===== config.mk =====
export PLATFORM = sky130hd
export DESIGN_NAME = spi_slave_rx_mode3
export DESIGN_NICKNAME = d
export VERILOG_FILES = /design/src/rtl/spi_slave_rx_mode3.sv
export SDC_FILE = /design/constraint.sdc
export NUM_CORES = 1
export LEC_CHECK = 0
export ABC_AREA = 0
export CORE_MARGIN = 3
export CORE_UTILIZATION = 35
export DETAILED_ROUTE_END_ITERATION = 16
export DONT_BUFFER_PORTS = 1
export HOLD_SLACK_MARGIN = 0.12
export PLACE_DENSITY = 0.54
export SYNTH_ARGS = -nofsm -noshare
export SYNTH_HDL_FRONTEND = slang
export SYNTH_SLANG_ARGS = --single-unit

===== constraint.sdc =====
create_clock -name In_clk -period 2.9 [get_ports In_clk]
set_clock_uncertainty 0.15 [all_clocks]
set_input_delay 0.58 -clock In_clk [delete_from_list [all_inputs] [get_ports In_clk]]
set_output_delay 0.58 -clock In_clk [all_outputs]
set_load 0.1 [all_outputs]

===== src/rtl/spi_slave_rx_mode3.sv =====
// SPI mode-3 byte receiver: oversamples CS_N/SCLK/MOSI into In_clk and hands words out over valid/ready.
// Optional partial-word abort reporting on Out_frame_err is compiled in with SPI_RX_FRAME_ERR_EN.
module spi_slave_rx_mode3 #(
  parameter int DATA_W = 8
) (
  input  logic              In_clk,
  input  logic              In_rst,
  input  logic              In_spi_cs_n,
  input  logic              In_spi_sclk,
  input  logic              In_spi_mosi,
  input  logic              In_rx_ready,
  output logic [DATA_W-1:0] Out_rx_data,
  output logic              Out_rx_valid,
  output logic              Out_rx_busy,
  output logic              Out_overrun,
  output logic              Out_frame_err
);

  localparam int CNT_W = (DATA_W > 1) ? $clog2(DATA_W) : 1;

  typedef enum logic {
    IDLE = 1'b0,
    RECV = 1'b1
  } state_t;

  state_t            state;
  logic [CNT_W-1:0]  bit_cnt;
  logic [DATA_W-1:0] shift;
  logic [DATA_W-1:0] rx_data;
  logic              rx_valid;
  logic              overrun;

  logic cs_s1, cs_s2;
  logic sclk_s1, sclk_s2, sclk_prev;
  logic mosi_s1, mosi_s2;

  logic              sclk_rise;
  logic [DATA_W-1:0] shift_next;

  assign sclk_rise  = sclk_s2 && !sclk_prev;
  assign shift_next = {shift[DATA_W-2:0], mosi_s2};

  // Handshake: a word moves downstream on any In_clk edge where Out_rx_valid && In_rx_ready;
  // Out_rx_data is frozen while valid is high and valid only falls through such a transfer.
  always_ff @(posedge In_clk) begin
    if (In_rst) begin
      cs_s1     <= 1'b1;
      cs_s2     <= 1'b1;
      sclk_s1   <= 1'b1;
      sclk_s2   <= 1'b1;
      sclk_prev <= 1'b1;
      mosi_s1   <= 1'b0;
      mosi_s2   <= 1'b0;
      state     <= IDLE;
      bit_cnt   <= '0;
      shift     <= '0;
      rx_data   <= '0;
      rx_valid  <= 1'b0;
      overrun   <= 1'b0;
    end else begin
      cs_s1     <= In_spi_cs_n;
      cs_s2     <= cs_s1;
      sclk_s1   <= In_spi_sclk;
      sclk_s2   <= sclk_s1;
      sclk_prev <= sclk_s2;
      mosi_s1   <= In_spi_mosi;
      mosi_s2   <= mosi_s1;
      overrun   <= 1'b0;

      if (rx_valid && In_rx_ready) begin
        rx_valid <= 1'b0;
      end

      case (state)
        IDLE: begin
          if (!cs_s2) begin
            state   <= RECV;
            bit_cnt <= '0;
            shift   <= '0;
          end
        end
        RECV: begin
          // Deselect wins over a coincident SCLK edge; any partial word is dropped.
          if (cs_s2) begin
            state   <= IDLE;
            bit_cnt <= '0;
          end else if (sclk_rise) begin
            shift <= shift_next;
            if (bit_cnt == CNT_W'(DATA_W - 1)) begin
              bit_cnt <= '0;
              if (!rx_valid || In_rx_ready) begin
                rx_data  <= shift_next;
                rx_valid <= 1'b1;
              end else begin
                overrun <= 1'b1;
              end
            end else begin
              bit_cnt <= bit_cnt + 1'b1;
            end
          end
        end
        default: state <= IDLE;
      endcase
    end
  end

`ifdef SPI_RX_FRAME_ERR_EN
  logic frame_err;

  always_ff @(posedge In_clk) begin
    if (In_rst) begin
      frame_err <= 1'b0;
    end else begin
      frame_err <= (state == RECV) && cs_s2 && (bit_cnt != '0);
    end
  end

  assign Out_frame_err = frame_err;
`else
  assign Out_frame_err = 1'b0;
`endif

  assign Out_rx_data  = rx_data;
  assign Out_rx_valid = rx_valid;
  assign Out_rx_busy  = (state == RECV);
  assign Out_overrun  = overrun;

endmodule


==> results of run 1 <==
per-stage QoR:
stage / util / instance area, sq um / hold slack (ns)
floorplan: - / 1025 / 0.2395
finish: 0.4221 / 1112 / 0.1600
global placement: 0.4084 / 1076 / 0.2424
CTS: 0.4221 / 1112 / 0.1309
detailed placement: 0.4084 / 1076 / 0.2433
global route: 0.4221 / 1112 / 0.1201
final cells by class:
cell class              instances  area, sq um  share of cell area
flip-flops and latches         28        560.5              0.5039
well taps                      30        37.54             0.03375
clock buffers                   4        36.28             0.03262
inverters                       2        7.507            0.006749
repair buffers                  5        37.54             0.03375
multi-input cells              61        432.9              0.3892
cell usage in the layout, fill, tap and decap left out, types with 2 or more instances in the layout:
cell type	n
buf_4	5
or2_2	5
o22ai_1	7
o32ai_1	2
dfxtp_1	28
clkbuf_4	3
nor2b_1	3
ha_1	2
nand2b_1	21
mux2i_1	8
inv_1	2
a21oi_1	3
worst register-to-register path, delay by kind of cell (launching register included):
family	cells	cell delay, ns
AND/OR/NAND/NOR	2	0.88
flip-flops	1	0.43
AO/OA/AOI/OAI	1	0.08
state kept, by name, indices dropped and copies added (netlist names):
register	cells
Out_rx_data	8
cs_s2	1
sclk_prev	1
Out_rx_busy	1
mosi_s2	1
mosi_s1	1
cs_s1	1
bit_cnt	3
sclk_s2	1
sclk_s1	1
shift	7
Out_overrun	1
Out_rx_valid	1
power breakdown:
group / internal, W / switching [W]
Sequential: 0.000389 / 0.00000221
Clock: 0.0000767 / 0.000104
Combinational: 0.00000883 / 0.0000117
cells by family after synthesis:
group | count (synthesis) | share of synthesized area
buf+inv | 7 | 0.03053
compound gates | 13 | 0.07936
simple gates | 37 | 0.2369
other cells | 1 | 0.003659
fa+ha+maj | 2 | 0.02442
flops | 28 | 0.5470
mux | 8 | 0.07815
routing by layer:
| layer | wire length [um] | up-vias |
|---|---|---|
| li1 | - | 336 |
| met1 | 750 | 279 |
| met5 | 0 | - |
| met3 | 83 | 2 |
| met2 | 650 | 13 |
| met4 | 9 | 0 |
worst max-delay path by stage:
stage	slack, ns	endpoint	startpoint	cells after the start
final	0.87	Out_rx_data[3]	Out_rx_data[3]	0
after global routing	0.80	Out_rx_data[3]	Out_rx_data[3]	0
after detailed placement	1.23	Out_rx_data[3]	Out_rx_data[3]	0
after floorplan	0.91	bit_cnt[0]	Out_rx_busy	4
after CTS	0.84	Out_rx_data[3]	Out_rx_data[3]	0
after global placement	1.23	Out_rx_data[2]	Out_rx_data[2]	0
==> results.md, run 1 <==
- Status: finished clean
- CP startpoint kind: flip-flop
- CP Class: flip-flop to output port
- Max Cap Violations: 0
- Yosys top cell area share: 0.5470
- Power, Total: 0.0005932 W
- Pre-CTS setup slack: 1.229 ns
- Post-synthesis cell type count: 23
- DRC Markers: 0
- Via count: 630
- CTS buffer count: 3
- Iter 0 DRT Violations: 31
- Unrepaired setup endpoints after global routing: no
- Setup_tns: 0 ns
- Worst flop-to-flop path endpoint: bit_cnt[0]
- Syn avg cell area: 10.67 sq um
- Dominant cell type by area after synthesis: dfxtp_1
- Top cells by area, synth: dfxtp_1 (55%), nand2b_1 (13%), mux2i_1 (7.8%)
- FF-to-FF setup slack: 1.31 ns
- CP endpoint kind: output port
- Cts repair resizes: 0
- HPWL after DPL: 1.042 mm
- Mapped Nets: 104
- Min Tclk post-route: 2.027 ns
- Clk pin slew, worst setup/hold paths: 0.14 ns
- Most instantiated cells after synthesis: dfxtp_1 (28), nand2b_1 (21), mux2i_1 (8), o22ai_1 (7), or2_2 (5)
- Drt pass-1 iters: 2
- ANT cells: 0
- Initial Util: 0.3889
- P&R area growth vs syn: 8.547%
- R2R Path Start: Out_rx_busy
- Detailed Route WL: 1.494 mm
- Most common cell in the netlist: dfxtp_1
- Worst R2R Path Depth: 3
- Die area: 3613 sq um
- Nets: 109
- Post-CTS Setup Repair Bufs: 0
- Crit Path Max Fanout: 2
- Antenna violations before repair: 0
- Worst Setup Slack, final: 0.8727 ns
- Final clock period utilization by the worst path: 0.6991
- Buffers on Ports: 0
- Worst Path Required: 2.17 ns
- Max_slew headroom: 0.3596
- Cell area power density: 533.3 nW/um^2
- CTS hold repair buffers: 0
- Worst min path class: primary input to flip-flop
- Share of synthesized registers carrying an async set or reset: 0
- Register area share after synthesis: 0.5470
- Largest net degree at the start of global routing: 33
- IO Count: 18
- Final Max Slew Viols: 0
- Synth Flop Type: dfxtp_1
- Longest Clk Path Bufs: 2
- Fmax achieved: 0.4933 GHz
- First-pass GRT wire length: 2.435 mm
- TritonCTS clock tree: yes
- Synthesized area: 1025 sq um
- Final GP Congestion: 0.6408
- Yosys warns: 0
- Via density: 4.846
- Flops & latches, synth: 28
- Placed Cells: 126
- Die Span X: 60.11 um
- Worst VDD drop: 0.0003645 V
- Sink Count: 28
- GR Overflow Total: 0
- Total of fill cells in the finished design: 266
- Most used routing layer: met2
- Setup Viol. Count Final: 0
- Worst-Margin Slew: 0.9593 ns
- Die height: 60.11 um
- Vias in the first global route: 559
- Worst EP arrival: 1.30 ns
- All-layer global routing usage: 0.09087
- DR WL/cell: 11.49 um
- Clk root buf: clkbuf_4
- Core Rows: 18
- Routed Antenna Nets: 0
- Worst Hold End: mosi_s1
- Leak Pwr: 0.4514 nW
- Hold-critical path depth: 1
- Hold_sp: In_rst
- Finished Layout Cells: 130
- Global Route met1 Usage: 0.1149
- Final Hold Viols: 0
- Clk_lat worst skew: 0.31 ns
- Share of cells above drive strength 1: 0.1600
- Met3 Use GR: 0.04104
- H-tree depth: 1
- Post-synth EDFFs: 0
- Core ar.: 2635 sq um
- GRT met2 Usage: 0.1373
- Post-Syn Instances: 96
(Power assumes the default switching activity.)
==> inputs of run 2 (changes only) <==
- clock period: 2.9 -> 2.1 ns (I/O delays scaled with it)
==> run 2 against run 1 <==
Net effect:
- sequential share of layout area shrank 3.9 points
- register-to-register slack lost 0.78 ns
- total power grew 40%
- utilization grew 3.5 points
- sequential power grew 38%
- cell count grew 8.5%
- count of clock-buffer cells in the layout is the same
- sequential cell count is the same
- routed wire length grew 11%
- clock power grew 40%
==> results.md, run 2 (synthesis gave the netlist of run 1 again) <==
- Buffers on Ports: 0
- Core ar.: 2635 sq um
- Largest net degree at the start of global routing: 24
- Nets: 120
- Worst Path Required: 2.22 ns
- Min Tclk post-route: 1.732 ns
- Iter 0 DRT Violations: 5
- Hold-critical path depth: 2
- Cell area power density: 691.4 nW/um^2
- Setup_tns: 0 ns
- CP startpoint kind: primary input
- Sink Count: 28
- Leak Pwr: 0.5050 nW
- Worst VDD drop: 0.0006942 V
- CP Class: primary input to flip-flop
- Via count: 685
- Setup Viol. Count Final: 0
- Post-layout util: 0.4573
- ANT cells: 0
- Routed wl met2: 780 um
- Detailed Route WL: 1.660 mm
- Max reg flops: 8
- Die area: 3613 sq um
- IO Count: 18
- Final Hold Viols: 0
- H-tree depth: 1
- Hold_sp: In_rst
- Final GP Congestion: 0.6267
- Unrepaired setup endpoints after global routing: no
- Post-CTS Setup Repair Bufs: 0
- Max_slew headroom: 0.5509
- Clk pin slew, worst setup/hold paths: 0.14 ns
- Final instance area: 1205 sq um
- Placed Area: 1129 sq um
- Worst R2R Path Depth: 4
- All-layer global routing usage: 0.1043
- Worst min path class: primary input to flip-flop
- GR Overflow Total: 0
- Worst EP arrival: 1.86 ns
- Longest Clk Path Bufs: 2
- Power, Total: 0.0008330 W
- Clk_lat worst skew: 0.32 ns
- DRC Markers: 0
- Commonest non-fill, non-tap cell in the layout: dfxtp_1
- Top Layer Used: met4
- Metal-1 WL: 769 um
- Final Max Slew Viols: 0
- Die Span X: 60.11 um
- Final clock period utilization by the worst path: 0.8250
- CTS buffer count: 3
- TritonCTS clock tree: yes
- DR WL/cell: 11.77 um
- Max Cap Violations: 0
- Core Rows: 18
- Die height: 60.11 um
- Drt pass-1 iters: 4
- Initial Util: 0.3889
- P&R area growth vs syn: 17.58%
- Status: finished clean
- Routed Antenna Nets: 0
- Worst-Margin Slew: 0.6715 ns
- R2R Path Start: bit_cnt[0]
- Met3 wire len: 95 um
- Fmax achieved: 0.5772 GHz
- Share of cells above drive strength 1: 0.2072
- First-pass GRT wire length: 2.787 mm
- Vias in the first global route: 629
- Via density: 4.858
- Critical Path Source: In_rst
- HPWL after DPL: 1.095 mm
- Antenna violations before repair: 0
- Commonest non-fill, non-tap cells in the layout: dfxtp_1 (28), nand2b_1 (21), buf_4 (12)
- CP endpoint kind: flip-flop
- Clk root buf: clkbuf_4
- Crit Path Max Fanout: 23
## run 2: cell types whose count changed in the layout (fill, tap and decap cells not counted), sizes merged
| cell | change |
|---|---|
| buf | +7 |
| dlygate4sd3 | +4 |
## run 2: final timing paths
check / endpoint / slack [ns]
worst min register to register: cs_s2 / 0.28
worst max-delay path: bit_cnt[0] / 0.37
worst max register to register: bit_cnt[0] / 0.53
worst min-delay path: Out_rx_data[3] / 0.13
## run 2: area by class of cell
cell class / count / area [sq um]
Multi-Input combinational cell: 61 / 432.9
Clock buffer: 4 / 36.28
Timing Repair Buffer: 16 / 130.1
Sequential cell: 28 / 560.5
Fill cell: 262 / 1430
Tap cell: 30 / 37.54
Inverter: 2 / 7.507
## run 2: timing repair
item,in CTS,in global routing
endpoints found under the hold margin,20,0
gates resized for setup,0,0
hold buffers,4,0
## run 2: through the flow
step / std cells / hold WS, ns / setup slack (ns)
2_1_floorplan: 96 / 0.2395 / 0.1052
3_3_place_gp: 133 / 0.2475 / 0.6176
3_5_place_dp: 133 / 0.2459 / 0.5629
4_1_cts: 141 / 0.1254 / 0.3425
5_1_grt: 141 / 0.1203 / 0.3024
6_report: 141 / 0.1325 / 0.3676
## run 2: where the power goes
group	switching, W	internal [W]	total, W
logic	0.0000223	0.0000171	0.0000394
registers	0.00000333	0.000538	0.000541
clock network	0.000147	0.000106	0.000253
## run 2: worst max-delay path, cell delays in order
cell and delay [ns]:
dlygate4sd3_1 0.79, or4_1 0.56, o21ai_1 0.08
## run 2: per-layer routing
layer  track usage  up-vias
met2        0.1728       17
met5             0        -
met3       0.04752        2
li1              -      354
met4       0.03797        0
met1        0.1166      312
==> inputs of run 3 (changes only) <==
- PLACE_DENSITY: 0.54 -> 0.56
- clock period: 2.1 -> 1.53 ns (I/O delays scaled with it)
==> run 3 against run 2 <==
Net effect:
- critical endpoint unchanged
- critical path depth increased by 1
- sequential share of layout area decreased by 7.0 points
- final area increased by 19%
- sequential cell count unchanged
- total power increased by 40%
- highest routed layer unchanged
==> results.md, run 3 (synthesis gave the netlist of run 1 again) <==
- FF-to-FF setup slack: 0.03 ns
- All-layer global routing usage: 0.1311
- Worst path max stage delay: 0.51 ns
- Share of cells above drive strength 1: 0.2290
- Met3 Use GR: 0.02376
- ANT cells: 0
- Detailed Route WL: 2.037 mm
- Max reg flops: 8
- GRT met2 Usage: 0.2083
- R2R Path Start: bit_cnt[1]
- Initial Util: 0.3889
- Most used routing layer: met2
- Die area: 3613 sq um
- Most used cell along the critical path: ha_4
- Leak Pwr: 0.5616 nW
- Largest net degree at the start of global routing: 20
- TritonCTS clock tree: yes
- Slowest cell on the critical path: or4_1
- Final GP Congestion: 0.6570
- Unrepaired setup endpoints after global routing: no
- Fmax achieved: 0.6657 GHz
- First-pass GRT wire length: 3.491 mm
- Via count: 785
- Crit-path cells: ha_4 > ha_4 > or4_1 > o21ai_1
- Iter 0 DRT Violations: 13
- Hold-critical path depth: 2
- DRC Markers: 0
- Setup Viol. Count Final: 0
- Final instance area: 1434 sq um
- Global Route met1 Usage: 0.1615
- Core ar.: 2635 sq um
- Placed Area: 1141 sq um
- Nets: 140
- Commonest non-fill, non-tap cell in the layout: dfxtp_1
- DR WL/cell: 12.65 um
- Commonest non-fill, non-tap cells in the layout: dfxtp_1 (25), nand2b_1 (21), dlygate4sd3_1 (21)
- Vias in the first global route: 817
- Routed Antenna Nets: 0
- Critical Path Source: bit_cnt[1]
- Status: finished clean
- GR Overflow Total: 0
- CTS buffer count: 3
- Hold_sp: shift[0]
- Longest Clk Path Bufs: 2
- Sink Count: 28
- Worst Hold End: shift[0]
- CP startpoint kind: flip-flop
- Die height: 60.11 um
- Clk_lat worst skew: 0.33 ns
- Post-layout util: 0.5442
- P&R area growth vs syn: 39.93%
- Die Span X: 60.11 um
- IO Count: 18
- Antenna violations before repair: 0
- Core Rows: 18
- Final clock period utilization by the worst path: 0.9819
- H-tree depth: 1
- Max Cap Violations: 0
- Via density: 4.876
- CP Class: flip-flop to flip-flop
- Final Hold Viols: 0
- Worst EP arrival: 1.62 ns
- Power, Total: 0.001164 W
- Min Tclk post-route: 1.502 ns
- CP endpoint kind: flip-flop
- Worst Path Required: 1.65 ns
- Cell area power density: 812.0 nW/um^2
- Worst VDD drop: 0.0006197 V
- Clk root buf: clkbuf_4
- Buffers on Ports: 0
- Clk pin slew, worst setup/hold paths: 0.14 ns
- Crit Path Max Fanout: 3
- Worst R2R Path Depth: 4
- Final Max Slew Viols: 0
- HPWL after DPL: 1.143 mm
- Worst flop-to-flop path endpoint: bit_cnt[0]
- Drt pass-1 iters: 4
- Worst min path class: flip-flop to flip-flop
run 3: cell types whose count changed in the layout (fill, tap and decap cells not counted), moves of 2 or more:
cell,delta
buf_4,+2
dfxtp_1,-3
dfxtp_2,+2
dlygate4sd3_1,+17
ha_1,-2
ha_4,+2
run 3: routing by layer:
layer	routed length (um)	vias up
met5	0	-
met4	48	0
met3	88	5
met2	963	17
met1	937	370
li1	-	393
run 3: report_power, final:
part,switching [W],internal (W)
logic,0.0000297,0.0000331
clock network,0.000215,0.000146
registers,0.00000424,0.000737
total,0.000249,0.000916
run 3: cell type report:
class	count	area, sq um
fillers	242	1201
repair buffers	36	327.8
flip-flops and latches	28	566.8
well taps	30	37.54
inverters	2	7.507
multi-input cells	61	457.9
clock buffers	4	36.28
run 3: what timing repair did:
action | CTS | global route
hold buffers | 22 | 0
setup buffers | 0 | 1
gates cloned | 0 | 0
hold endpoints to repair | 28 | 0
gates resized for setup | 3 | 3
endpoints found under the setup margin | 1 | 3
run 3: worst max-delay path, delay by kind of cell, from the launching register on:
| kind | cells | cell delay, ns |
|---|---|---|
| AOI/OAI and AO/OA | 1 | 0.09 |
| adders and majority gates | 2 | 0.33 |
| and+or+nand+nor | 1 | 0.51 |
| DFF | 1 | 0.37 |
run 3: worst max-delay path by stage:
stage	end	slack [ns]	cells past startpoint
after floorplan	bit_cnt[0]	0.04	4
after global placement	bit_cnt[0]	0.05	4
after detailed placement	bit_cnt[0]	-0.01	4
after CTS	bit_cnt[0]	0.009	3
after global routing	bit_cnt[0]	0.005	4
final	bit_cnt[0]	0.03	4
run 3: stage by stage:
stage | TNS, ns | hold WS (ns) | cells | setup slack (ns)
2_1_floorplan | 0 | 0.2395 | 96 | 0.03753
3_3_place_gp | 0 | 0.2177 | 134 | 0.04799
3_5_place_dp | -0.01187 | 0.2200 | 134 | -0.01187
4_1_cts | 0 | 0.3579 | 160 | 0.009459
5_1_grt | 0 | 0.4054 | 161 | 0.005277
6_report | 0 | 0.3853 | 161 | 0.02773
